File: src/rtl/neuron_mac_l1.sv
// neuron_mac_l1
// Layer-1 neuron compute stage. Each change of the upstream index during an
// evaluation fetches one weight/input pair from synchronous memories. The pair
// is multiplied in fixed point and accumulated with saturation. After
// NUM_INPUTS products the stage adds the bias, applies ReLU with an upper
// clamp, and presents one activation with a single-cycle valid pulse.
//
// Ports:
//   clk       rising-edge clock
//   rstn      asynchronous active-low reset
//   start     one-cycle pulse that begins an evaluation (ignored while busy)
//   index     upstream counter index; a change requests one memory read
//   bias      signed bias, sampled when start is accepted
//   mem_addr  read address shared by the weight and input memories
//   mem_rd    read strobe
//   w_data    signed weight, valid one cycle after mem_rd
//   x_data    signed input, valid one cycle after mem_rd
//   busy      high whenever the block is not idle
//   out_data  activation result, held until the next result
//   out_valid one-cycle pulse when out_data updates

module neuron_mac_l1 #(
  parameter int DATA_W     = 16,
  parameter int FRAC_BITS  = 8,
  parameter int ACC_W      = 40,
  parameter int NUM_INPUTS = 784,
  parameter int ADDR_W     = 10
) (
  input  logic                     clk,
  input  logic                     rstn,
  input  logic                     start,
  input  logic [31:0]              index,
  input  logic signed [DATA_W-1:0] bias,
  output logic [ADDR_W-1:0]        mem_addr,
  output logic                     mem_rd,
  input  logic signed [DATA_W-1:0] w_data,
  input  logic signed [DATA_W-1:0] x_data,
  output logic                     busy,
  output logic [DATA_W-1:0]        out_data,
  output logic                     out_valid
);

  localparam logic [1:0] IDLE  = 2'd0;
  localparam logic [1:0] ACCUM = 2'd1;
  localparam logic [1:0] BIAS  = 2'd2;
  localparam logic [1:0] ACT   = 2'd3;

  // Counters must be able to hold NUM_INPUTS itself.
  localparam int CNT_W = $clog2(NUM_INPUTS + 1);
  localparam logic [CNT_W-1:0] LAST = CNT_W'(NUM_INPUTS);

  localparam logic signed [ACC_W-1:0] ACC_MAX = {1'b0, {(ACC_W-1){1'b1}}};
  localparam logic signed [ACC_W-1:0] ACC_MIN = {1'b1, {(ACC_W-1){1'b0}}};
  localparam logic signed [ACC_W-1:0] OUT_MAX =
    {{(ACC_W-DATA_W+1){1'b0}}, {(DATA_W-1){1'b1}}};

  logic [1:0]               state;
  logic signed [ACC_W-1:0]  acc;
  logic [CNT_W-1:0]         count;
  logic [CNT_W-1:0]         issued;
  logic [31:0]              idx_q;
  logic signed [DATA_W-1:0] bias_q;
  logic                     rd_q;

  logic                       rd_req;
  logic signed [2*DATA_W-1:0] prod;
  logic signed [2*DATA_W-1:0] prod_sh;
  logic signed [ACC_W-1:0]    term;
  logic signed [ACC_W-1:0]    bias_ext;
  logic signed [ACC_W-1:0]    acc_prod;
  logic signed [ACC_W-1:0]    acc_bias;
  logic [CNT_W-1:0]           count_inc;
  logic [DATA_W-1:0]          act_val;

  // Add two accumulator-width values, clamping to the signed range instead of
  // wrapping. Overflow shows up as disagreement between the two top bits of
  // the one-bit-wider sum.
  function automatic logic signed [ACC_W-1:0] sat_add(
    input logic signed [ACC_W-1:0] a,
    input logic signed [ACC_W-1:0] b
  );
    logic signed [ACC_W:0]   s;
    logic signed [ACC_W-1:0] r;
    s = {a[ACC_W-1], a} + {b[ACC_W-1], b};
    if (s[ACC_W] != s[ACC_W-1]) begin
      r = s[ACC_W] ? ACC_MIN : ACC_MAX;
    end else begin
      r = s[ACC_W-1:0];
    end
    return r;
  endfunction

  // A read is issued combinationally in the cycle the index differs from the
  // last one seen, so back-to-back index changes each get their own read.
  // The full 32-bit index is compared, so a wrap-around counts as a change.
  assign rd_req   = (state == ACCUM) && (index != idx_q) && (issued < LAST);
  assign mem_rd   = rd_req;
  assign mem_addr = rd_req ? index[ADDR_W-1:0] : '0;
  assign busy     = (state != IDLE);

  assign prod      = w_data * x_data;
  assign prod_sh   = prod >>> FRAC_BITS;
  assign term      = {{(ACC_W-2*DATA_W){prod_sh[2*DATA_W-1]}}, prod_sh};
  assign bias_ext  = {{(ACC_W-DATA_W){bias_q[DATA_W-1]}}, bias_q};
  assign acc_prod  = sat_add(acc, term);
  assign acc_bias  = sat_add(acc, bias_ext);
  assign count_inc = count + 1'b1;

  // ReLU with a clamp to the largest positive output value.
  always_comb begin
    act_val = '0;
    if (acc[ACC_W-1]) begin
      act_val = '0;
    end else if (acc > OUT_MAX) begin
      act_val = OUT_MAX[DATA_W-1:0];
    end else begin
      act_val = acc[DATA_W-1:0];
    end
  end

  // Main sequencer. rd_q marks the cycle where memory data for the previous
  // read is on w_data/x_data; that product is accumulated on the next edge.
  always_ff @(posedge clk or negedge rstn) begin
    if (!rstn) begin
      state     <= IDLE;
      acc       <= '0;
      count     <= '0;
      issued    <= '0;
      idx_q     <= '0;
      bias_q    <= '0;
      rd_q      <= 1'b0;
      out_data  <= '0;
      out_valid <= 1'b0;
    end else begin
      out_valid <= 1'b0;
      case (state)
        IDLE: begin
          if (start) begin
            state  <= ACCUM;
            acc    <= '0;
            count  <= '0;
            issued <= '0;
            bias_q <= bias;
            idx_q  <= index;
            rd_q   <= 1'b0;
          end
        end
        ACCUM: begin
          rd_q <= rd_req;
          if (rd_req) begin
            idx_q  <= index;
            issued <= issued + 1'b1;
          end
          if (rd_q) begin
            acc   <= acc_prod;
            count <= count_inc;
            if (count_inc == LAST) begin
              state <= BIAS;
            end
          end
        end
        BIAS: begin
          acc   <= acc_bias;
          state <= ACT;
        end
        ACT: begin
          out_data  <= act_val;
          out_valid <= 1'b1;
          state     <= IDLE;
        end
        default: state <= IDLE;
      endcase
    end
  end

endmodule

File: config.mk
export PLATFORM = sky130hd
export DESIGN_NAME = neuron_mac_l1
export DESIGN_NICKNAME = d
export VERILOG_FILES = /design/src/rtl/neuron_mac_l1.sv
export SDC_FILE = /design/constraint.sdc
export NUM_CORES = 1
export LEC_CHECK = 0
export BUFFER_PORTS_ARGS = -buffer_cell sky130_fd_sc_hd__buf_2
export CAP_MARGIN = 20
export CORE_ASPECT_RATIO = 1.75
export CORE_UTILIZATION = 30
export CTS_CLUSTER_DIAMETER = 100
export DETAILED_ROUTE_END_ITERATION = 7
export PLACE_DENSITY = 0.45
export SLEW_MARGIN = 20
export SYNTH_ARGS = -nofsm -noshare
export SYNTH_HDL_FRONTEND = slang
export SYNTH_SLANG_ARGS = --single-unit
File: constraint.sdc
create_clock -name clk -period 3.98 [get_ports clk]
set_input_delay 0.199 -clock clk [delete_from_list [all_inputs] [get_ports clk]]
set_output_delay 0.199 -clock clk [all_outputs]
set_load 0.03 [all_outputs]
==> results.md <==
* Cell mode on critical path: fa_1
* Slowest stage delay, CP at 0.60 ns
* R2R depth at 12
* Area Overhead vs Synth at 32.69%
* PnR worst setup slack at -4.179 ns
* TritonCTS clock tree: done
* Primary FF master, synth: dfrtp_1
* Die W at 198.0 µm
* Pre-CTS WS at -5.267 ns
* Slew @ Worst Pin at 0.9557 ns
* Clk sinks at 128
* Synth Instances at 2278
* I/O Pins at 112
* Failing checks: setup timing
* Top post-synthesis cells by area: fa_1, dfrtp_1, ha_1
* CTS Buf Count at 17
* Routed Antenna Nets at 0
* Cell Area, Synth at 20160 µm²
* Antenna violations before repair at 2
* Largest net degree at the start of global routing at 72
* Clk_skew at 0.009313 ns
* Hold Path Class: input port to flip-flop
* Hold EP: bias_q[8]
* First-pass GRT wire length at 104.4 mm
* Post-synth cell types at 73
* Vias in the first global route at 19930
* Multiplexer area fraction after synthesis at 3.811%
* Top-area cell type share of the netlist area at 26.12%
* Ratio of cells with drive above 1 in the final layout at 28.99%
* Compound-Gate Fraction of Synth Area at 14.03%
* Via count at 17750
* Flops & latches, synth at 128
* Synth async-reset ratio at 100.0%
* Cell accounting for the most synthesized area: fa_1
* Worst path slowest cell: fa_2
* Core area at 66470 µm²
* Vias per inst at 4.792
* Nets at 3315
* Port bufs at 111
* Gpl congestion at 0.8722
* XOR/XNOR share of the synthesized area at 5.691%
* FP Rows at 125
* Clk slew on worst S/H paths at 0.06 ns
* RSZ-0062 raised after global routing: true
* Total Wirelength at 63.72 mm
* FMAX at 122.6 MHz
* Clock Path Buffers at 2
* Setup Crit Path Kind: input port to flip-flop
* Hold path cells at 2
* Routed len/inst at 17.20 µm
* DR iter-0 viols at 444
* First-pass DRT Iterations at 4
* FF/Latch Area at 3203 µm²
* GRT Resource Usage Total at 19.56%
* Reg2reg start: bias_q[15]
* EDFF count, synth at 0
* Relative slew slack at 36.29%
* Post-route DRC at 0
* Fin. max-slew vios at 0
* R2R setup slack at -0.22 ns
* Root Buffer: clkbuf_16
* Final Hold Vio Count at 0
* Worst EP required at 4.29 ns
* Worst r2r dst: acc[18]
* Die Footprint at 68280 µm²
* Critical Path AT at 8.47 ns
* Clock Latency Late Sink at 0.43 ns
* Ys Warns at 0
* Minimum clock period at 8.159 ns
* Post-Synth Adder-Cell Area at 36.48%
* Most common cell after layout, fill and taps aside: buf_4
* CP Capture Type: flip-flop
* Fillers at 6678
* DPL Wire Length at 55.09 mm
* Most frequent cells in the layout: buf_4, inv_1, fa_1
* Largest family of logic cells by synthesized area: adder cells
* Die Y at 344.9 µm
* Fin util at 40.24%
* Fin crit share at 205.0%
* Max-cap violations at 0
* Crit path launch: x_data[5]
* Sequential area share after synthesis at 15.89%
* Worst Min Path Start: bias[8]
* Avg Inst Size Synth at 8.850 µm²
* Starting density of the core at 30.33%
* Simple-gate share of the synthesized area at 16.43%
* H-tree depth at 4
* Max FO, Critical Path at 6
* Outcome: finished, violations left
* Total global routing overflow at 0
* Net Count, Synth at 2791
* Multi-input gate area at 16160 µm²
* Final setup fails at 40
* Crit start category: input port
[registers in the layout, summed over array words and instances, names as in the netlist, 2 cells and up]
signal and count:
count 10, state 2, out_data 16, idx_q 32
issued 10, acc 40, bias_q 16
[synth_stat cells (20+ instances only)]
library cell / n
nand4_1: 27
nand3_1: 35
and3_1: 20
o21ai_0: 94
nand2_1: 247
fa_1: 263
o21a_1: 24
mux2_2: 67
nor2_1: 116
a21o_1: 37
inv_1: 325
o211ai_1: 20
nor3_1: 22
a21oi_1: 126
nand2b_1: 22
ha_1: 167
xor2_1: 30
clkbuf_1: 70
dfrtp_1: 128
xnor2_1: 101
and2_1: 133
[area by class of cell]
type | instances | share of cell area, %
clock inverters | 15 | 0.5472
clock buffers | 17 | 1.590
multi-input cells | 1745 | 60.40
repair buffers | 584 | 16.74
diodes | 1 | 0.009355
inverters | 326 | 4.574
well taps | 889 | 4.158
flip-flops and latches | 128 | 11.97
[through the flow]
stage	cells	area, µm²	hold slack [ns]	setup TNS (ns)
final	3705	26750	0.02446	-162.36
after CTS	3699	26450	0.0002798	-164.31
after floorplan	2278	20660	-0.09659	-170.88
after global placement	3626	25070	0.2620	-203.67
after detailed placement	3627	25080	0.2701	-205.04
after global routing	3705	26750	0.01076	-176.91
[kinds of logic (layout without fill, tap and decap cells)]
family,count (synthesis),count (layout)
DFF,128,128
AOI/OAI and AO/OA,435,435
adders and majority gates,430,430
other,0,1
muxes,68,68
xor gates and xnor gates,131,131
and+or+nand+nor,680,681
buffers and inverters,406,942
[repair_timing]
action | CTS | global route
pin swaps | 60 | 58
gates cloned | 2 | 1
endpoints found under the setup margin | 40 | 40
hold buffers | 24 | 0
endpoints found under the hold margin | 92 | 0
resized for setup | 111 | 63
setup buffers | 15 | 5
[critical path: cells and delay by family]
kind / cells / cell delay (ns)
compound gates: 13 / 2.38
xor+xnor: 1 / 0.21
fa+ha+maj: 8 / 3.64
buf+inv: 6 / 0.48
mux: 1 / 0.39
simple gates: 6 / 1.17
[per-layer routing]
metal  track usage [%]  wire (µm)  vias up
li1                  -          -     8568
met1             18.91      22080     8798
met2             41.29      37790      285
met3             1.541       1141      101
met4             7.671       2696        2
met5                 0         10        -
[worst max path at each step]
stage / end / slack (ns) / cells after the start
2_1_floorplan: acc[23] / -4.36 / 34
3_3_place_gp: acc[7] / -5.22 / 35
3_5_place_dp: acc[12] / -5.27 / 35
4_1_cts: acc[6] / -4.19 / 35
5_1_grt: acc[6] / -4.50 / 35
6_report: acc[6] / -4.18 / 35
Power is not shown: default switching activity piles up to over one toggle a cycle in this logic, so the estimate is an artifact.
